**config.mk**
```make
export PLATFORM = sky130hd
export DESIGN_NAME = npu_booth_code_seq
export DESIGN_NICKNAME = d
export VERILOG_FILES = /design/src/rtl/npu_pkg.sv /design/src/rtl/npu_booth_enc.sv /design/src/rtl/npu_booth_code_seq.sv
export SDC_FILE = /design/constraint.sdc
export NUM_CORES = 1
export LEC_CHECK = 0
export BUFFER_PORTS_ARGS = -buffer_cell sky130_fd_sc_hd__buf_2
export CORE_UTILIZATION = 41
export CTS_BUF_LIST = sky130_fd_sc_hd__clkbuf_4 sky130_fd_sc_hd__clkbuf_8
export CTS_CLUSTER_DIAMETER = 30
export DETAILED_ROUTE_END_ITERATION = 12
export GPL_ROUTABILITY_DRIVEN = 0
export HOLD_SLACK_MARGIN = 0.05
export PLACE_DENSITY = 0.64
export SLEW_MARGIN = 20
export SYNTH_ARGS = -nofsm -noshare
export SYNTH_HDL_FRONTEND = slang
export SYNTH_SLANG_ARGS = --single-unit
```
**constraint.sdc**
```tcl
create_clock -name clk -period 2.1 [get_ports clk]
set_input_delay 0.21 -clock clk [delete_from_list [all_inputs] [get_ports clk]]
set_output_delay 0.21 -clock clk [all_outputs]
set_load 0.005 [all_outputs]
```
**src/rtl/npu_pkg.sv**
```systemverilog
// Shared definitions for the NPU cube MAC lane: Booth code field layout,
// sequencer states and the radix-4 digit encoder helper.
package npu_pkg;

    localparam int DWB_PER_CODE = 3;
    localparam int CODE_X1      = 0;
    localparam int CODE_X2      = 1;
    localparam int CODE_NEG     = 2;

    typedef enum logic [0:0] {
        IDLE   = 1'b0,
        STREAM = 1'b1
    } seq_state_e;

    // Triplet {w[2i+1], w[2i], w[2i-1]} -> {neg, x2, x1}; -0 maps to plain zero
    function automatic logic [DWB_PER_CODE-1:0] booth_digit(input logic [2:0] trip);
        logic [DWB_PER_CODE-1:0] code;
        code = {DWB_PER_CODE{1'b0}};
        case (trip)
            3'b001, 3'b010: code[CODE_X1] = 1'b1;
            3'b011:         code[CODE_X2] = 1'b1;
            3'b100: begin
                code[CODE_NEG] = 1'b1;
                code[CODE_X2]  = 1'b1;
            end
            3'b101, 3'b110: begin
                code[CODE_NEG] = 1'b1;
                code[CODE_X1]  = 1'b1;
            end
            default:        code = {DWB_PER_CODE{1'b0}};
        endcase
        return code;
    endfunction

endpackage

```
**src/rtl/npu_booth_enc.sv**
```systemverilog
// Combinational radix-4 Booth encoder: signed weight -> per-line code and
// the +1 correction bits the generator needs for its negated lines.
module npu_booth_enc
    import npu_pkg::*;
#(
    parameter int DWB      = 8,
    parameter int DWB_CODE = DWB / 2 * DWB_PER_CODE
) (
    input  logic [DWB-1:0]      i_weight,
    output logic [DWB_CODE-1:0] o_code,
    output logic [DWB/2-1:0]    o_corr
);

    logic [DWB:0]              w_ext;
    logic [DWB_PER_CODE-1:0]   w_digit;

    assign w_ext = {i_weight, 1'b0};

    // One Booth digit per line, overlapping triplets with an implicit w[-1]=0
    always_comb begin
        o_code  = {DWB_CODE{1'b0}};
        o_corr  = {(DWB/2){1'b0}};
        w_digit = {DWB_PER_CODE{1'b0}};
        for (int i = 0; i < DWB / 2; i++) begin
            w_digit = booth_digit(w_ext[2*i +: 3]);
            o_code[DWB_PER_CODE*i +: DWB_PER_CODE] = w_digit;
            o_corr[i] = w_digit[CODE_NEG];
        end
    end

endmodule

```
**src/rtl/npu_booth_code_seq.sv**
```systemverilog
// Booth code sequencer for one NPU cube MAC lane: latches an encoded weight and
// streams a configured burst of activations to the partial-product generator.
module npu_booth_code_seq
    import npu_pkg::*;
#(
    parameter int DWA      = 8,
    parameter int DWB      = 8,
    parameter int LEN_W    = 8,
    parameter int DWB_CODE = DWB / 2 * DWB_PER_CODE
) (
    input  logic                clk,
    input  logic                rst_n,
    input  logic                clr,
    input  logic                cfg_is_signed,
    input  logic [LEN_W-1:0]    cfg_len,
    input  logic                w_valid,
    output logic                w_ready,
    input  logic [DWB-1:0]      w_data,
    input  logic                a_valid,
    output logic                a_ready,
    input  logic [DWA-1:0]      a_data,
    output logic [DWA-1:0]      add_tree_data,
    output logic [DWB_CODE-1:0] add_tree_para_code,
    output logic                is_signed,
    output logic [DWB/2-1:0]    pp_corr,
    output logic                pp_valid,
    input  logic                pp_ready,
    output logic                pp_last,
    output logic                busy,
    output logic                done
);

    seq_state_e          r_state;
    logic [LEN_W-1:0]    r_cnt;
    logic [DWA-1:0]      r_data;
    logic [DWB_CODE-1:0] r_code;
    logic [DWB/2-1:0]    r_corr;
    logic                r_is_signed;
    logic                r_pp_valid;
    logic                r_pp_last;
    logic                r_done;

    logic [DWB_CODE-1:0] w_enc_code;
    logic [DWB/2-1:0]    w_enc_corr;
    logic                w_w_ready;
    logic                w_a_ready;
    logic                w_w_hs;
    logic                w_a_hs;
    logic                w_pp_hs;
    logic                w_cnt_zero;

    npu_booth_enc #(
        .DWB      (DWB),
        .DWB_CODE (DWB_CODE)
    ) u_enc (
        .i_weight (w_data),
        .o_code   (w_enc_code),
        .o_corr   (w_enc_corr)
    );

    assign w_w_hs     = w_valid && w_w_ready;
    assign w_a_hs     = a_valid && w_a_ready;
    assign w_pp_hs    = r_pp_valid && pp_ready;
    assign w_cnt_zero = (r_cnt == {LEN_W{1'b0}});

    // Ready generation: weight only while idle and drained, beats only into a free output slot
    always_comb begin
        w_w_ready = 1'b0;
        w_a_ready = 1'b0;
        case (r_state)
            IDLE:    w_w_ready = !r_pp_valid;
            STREAM:  w_a_ready = !r_pp_valid || pp_ready;
            default: begin
                w_w_ready = 1'b0;
                w_a_ready = 1'b0;
            end
        endcase
    end

    // FSM and remaining-beat counter
    always_ff @(posedge clk or negedge rst_n) begin
        if (!rst_n) begin
            r_state <= IDLE;
            r_cnt   <= {LEN_W{1'b0}};
        end else if (clr) begin
            r_state <= IDLE;
            r_cnt   <= {LEN_W{1'b0}};
        end else begin
            case (r_state)
                IDLE: begin
                    if (w_w_hs) begin
                        r_state <= STREAM;
                        r_cnt   <= cfg_len;
                    end
                end
                STREAM: begin
                    if (w_a_hs) begin
                        if (w_cnt_zero) begin
                            r_state <= IDLE;
                        end else begin
                            r_cnt <= r_cnt - {{(LEN_W-1){1'b0}}, 1'b1};
                        end
                    end
                end
                default: begin
                    r_state <= IDLE;
                    r_cnt   <= {LEN_W{1'b0}};
                end
            endcase
        end
    end

    // Weight-side registers; clr deliberately leaves the last code in place
    always_ff @(posedge clk or negedge rst_n) begin
        if (!rst_n) begin
            r_code      <= {DWB_CODE{1'b0}};
            r_corr      <= {(DWB/2){1'b0}};
            r_is_signed <= 1'b0;
        end else if (!clr && w_w_hs) begin
            r_code      <= w_enc_code;
            r_corr      <= w_enc_corr;
            r_is_signed <= cfg_is_signed;
        end
    end

    // Single-entry output register toward the adder tree
    always_ff @(posedge clk or negedge rst_n) begin
        if (!rst_n) begin
            r_data     <= {DWA{1'b0}};
            r_pp_valid <= 1'b0;
            r_pp_last  <= 1'b0;
        end else if (clr) begin
            r_pp_valid <= 1'b0;
            r_pp_last  <= 1'b0;
        end else if (w_a_hs) begin
            r_data     <= a_data;
            r_pp_valid <= 1'b1;
            r_pp_last  <= w_cnt_zero;
        end else if (pp_ready) begin
            r_pp_valid <= 1'b0;
            r_pp_last  <= 1'b0;
        end
    end

    // Burst completion pulse
    always_ff @(posedge clk or negedge rst_n) begin
        if (!rst_n) begin
            r_done <= 1'b0;
        end else if (clr) begin
            r_done <= 1'b0;
        end else begin
            r_done <= w_pp_hs && r_pp_last;
        end
    end

    assign w_ready            = w_w_ready;
    assign a_ready            = w_a_ready;
    assign add_tree_data      = r_data;
    assign add_tree_para_code = r_code;
    assign is_signed          = r_is_signed;
    assign pp_corr            = r_corr;
    assign pp_valid           = r_pp_valid;
    assign pp_last            = r_pp_last;
    assign done               = r_done;
    assign busy               = (r_state != IDLE) || r_pp_valid;

endmodule
```
==> flow_summary.yaml <==
worst_setup_path:
  rr_startpoint: "r_cnt[0]"
  r2r_setup_slack_ns: 0.12
  worst-path-stages: 6
  reg2reg_depth: 6
  crit_fanout: 13
  cp-end-kind: "flop"
  arrival_ns: 2.17
  worstPathCellList: "inv_1 > ha_1 > or3b_2 > o211ai_4 > a21oi_1 > a311oi_1"
  critical_path_class: "reg -> reg"
  cp_slowest_stage_delay_ns: 0.49
  path_buf_inv: 1
  cp_top_family: "compound AO/OA/AOI/OAI gates"
  crit_path_start_kind: "flop"
  cp_slowest_cell: "or3b_2"
  worstPathRequired_ns: 2.29
  r2r_end: "r_cnt[1]"
global_route:
  grt.total_usage: 0.168
  grt_max_degree: 34
  antenna_found_initial: 0
  grt_pass1_wl_um: 5740
  grt-ovfl-total: 0
  grt_pass1_vias: 1294
die:
  core_mm2: 0.00414
  initial_core_util: 0.444
  design.die.area_mm2: 0.00476
  die_h_um: 69.0
  fp.dieW_um: 69.0
  row_count: 23
  io_pins: 62
clock_tree:
  post_cts_buffers: 0
  cts_tree: "yes"
  clk_latency_ns: 0.28
  cts.htree.levels: 2
  cts-root-buf: "clkbuf_8"
  cts.sinks: 33
  cts_buffers: 5
  cts_buffer_depth: 2
  clk_pin_slew_worst_paths_ns: 0.07
  cts.repair.resized: 0
min_path:
  hp-start: "cfg_is_signed"
  min_path_cells: 2
  min_to: "is_signed"
  hold_class: "in -> reg"
finish:
  fin_cells: 291
  multi_input_area_um2: 883
  fin_nets: 281
  n_antenna_cell: 0
  n_fill_cell: 391
  drive_above_1_share: 0.411
  area_growth_pct: 25.5
  ff_latch_area_um2: 826
flow_run:
  cap_viol_max_count: 0
synth:
  yosysMostFrequentCell: "dfrtp_1"
  yosys.cell_types.count: 45
  ys_async_sr_fraction: 1.00
  synth_top_area_cell: "dfrtp_1"
  synth_nets: 218
  syn_area_mm2: 0.00184
  seq_area_frac_synth: 0.449
  syn_area_per_cell_um2: 10.4
  synthTopCellsByArea: "dfrtp_1, mux2_2, ha_1"
  netlist_top_cells_count: "dfrtp_1, inv_1, mux2_2"
  ys_seq_elements: 33
  yosys_most_used_dff: "dfrtp_1"
  synth_top_area_share: 0.449
  syn_inst: 177
  synth_edf_count: 0
  yosys_warnings: 0
drt:
  wl_met2_um: 1760
  drc: 0
  highest_layer: "met4"
  drt_wl_total_um: 3740
  drtIter0Drc: 64
  dr_wl_met3_um: 222
  met1Wirelength_um: 1720
  wl_per_cell_um: 12.8
  detail-route-antenna-nets: 0
  firstDrtPassIters: 4
  viasPerCell: 5.11
  vias: 1487
sta:
  hold_ws_ns: 0.153
  skew_ns: 0.00489
  layout_min_cycle_time_ns: 1.98
  rsz0062_at_grt: "no"
  setup_tns_ns: 0
  fmax_ghz: 0.504
  setup_slack_ns: 0.115
  finalHoldViolCount: 0
  finalSetupViolCount: 0
  timing.final.crit_share: 0.945
  final_max_slew_viol_count: 0
  max_slew_margin: 0.517
  worst_pin_slew_ns: 0.725
power_and_ir_drop:
  leakagePower_uw: 0.00113
  power.density_mw_per_mm2: 859
  power_uw: 1980
  vdd_ir_drop_max_mv: 0.426
place:
  post-dp-hpwl_um: 2710
  dp_cells: 282
  numPortBuffers: 61
  dp_slack_ns: 0.107
status:
  outcome: "complete, no violations"
## report_power, final
group	internal, uW	switching [uW]	total, uW	leakage (uW)
sequential	760	70.9	831	0.000413
combinational	274	250	524	0.000652
clock	400	229	629	0.0000619
## final cells by class
class	instances	share of cell area
Clock inverter	1	0.0130
Clock buffer	7	0.0390
Tap cell	50	0.0271
Timing Repair Buffer	68	0.156
Inverter	15	0.0244
Sequential cell	33	0.358
Multi-Input combinational cell	117	0.383
## logic make-up after synthesis
| logic type | Yosys count | share of synthesized area |
|---|---|---|
| AO/OA/AOI/OAI | 37 | 0.142 |
| XOR/XNOR | 1 | 0.00476 |
| adder cells (fa/ha/maj) | 10 | 0.0680 |
| buffers and inverters | 27 | 0.0707 |
| flip-flops | 33 | 0.449 |
| multiplexers | 17 | 0.101 |
| AND/OR/NAND/NOR | 52 | 0.164 |
## metal layers
| layer | vias to the layer above | global-route usage |
|---|---|---|
| li1 | 747 | - |
| met1 | 690 | 0.213 |
| met2 | 46 | 0.258 |
| met3 | 4 | 0.0576 |
| met4 | 0 | 0.0689 |
| met5 | - | 0 |
## state kept, by name, summed over array words and instances, names as in the netlist
| name | cells |
|---|---|
| add_tree_para_code | 11 |
| add_tree_data | 8 |
| r_cnt | 8 |
| done | 1 |
| is_signed | 1 |
| pp_corr | 1 |
| pp_last | 1 |
| pp_valid | 1 |
| r_state | 1 |
## metrics by stage
| stage | util | cell area, um^2 |
|---|---|---|
| floorplan | - | 1840 |
| global placement | 0.526 | 2180 |
| detailed placement | 0.526 | 2180 |
| CTS | 0.557 | 2310 |
| global route | 0.557 | 2310 |
| finish | 0.557 | 2310 |
## placed cells by master (no fill, tap or decap), types with 2 or more instances in the layout
cell	n
buf_2	61
dfrtp_1	33
inv_1	15
mux2_2	13
nor2_1	12
a21oi_1	12
ha_1	10
nand3_1	7
nand2_1	6
clkbuf_8	6
buf_4	6
nand3b_1	5
nand2b_1	4
a31oi_1	4
mux2i_1	4
o21ai_0	4
and2_1	3
o311ai_0	3
nor2b_1	3
or3b_2	2
nor2_2	2
## worst max-delay path by stage
| stage | startpoint | to | slack (ns) |
|---|---|---|---|
| 2_1_floorplan | r_cnt[0] | r_cnt[3] | 0.32 |
| 3_3_place_gp | r_cnt[0] | r_cnt[1] | 0.17 |
| 3_5_place_dp | r_cnt[0] | r_cnt[1] | 0.11 |
| 4_1_cts | r_cnt[0] | r_cnt[1] | 0.09 |
| 5_1_grt | r_cnt[0] | r_cnt[1] | 0.01 |
| 6_report | r_cnt[0] | r_cnt[1] | 0.12 |
## timing repair
action	CTS	global route
endpoints found under the hold margin	33	0
hold buffers	1	0
setup endpoints to repair	0	1
No activity file was read; power rests on OpenSTA's default activity.
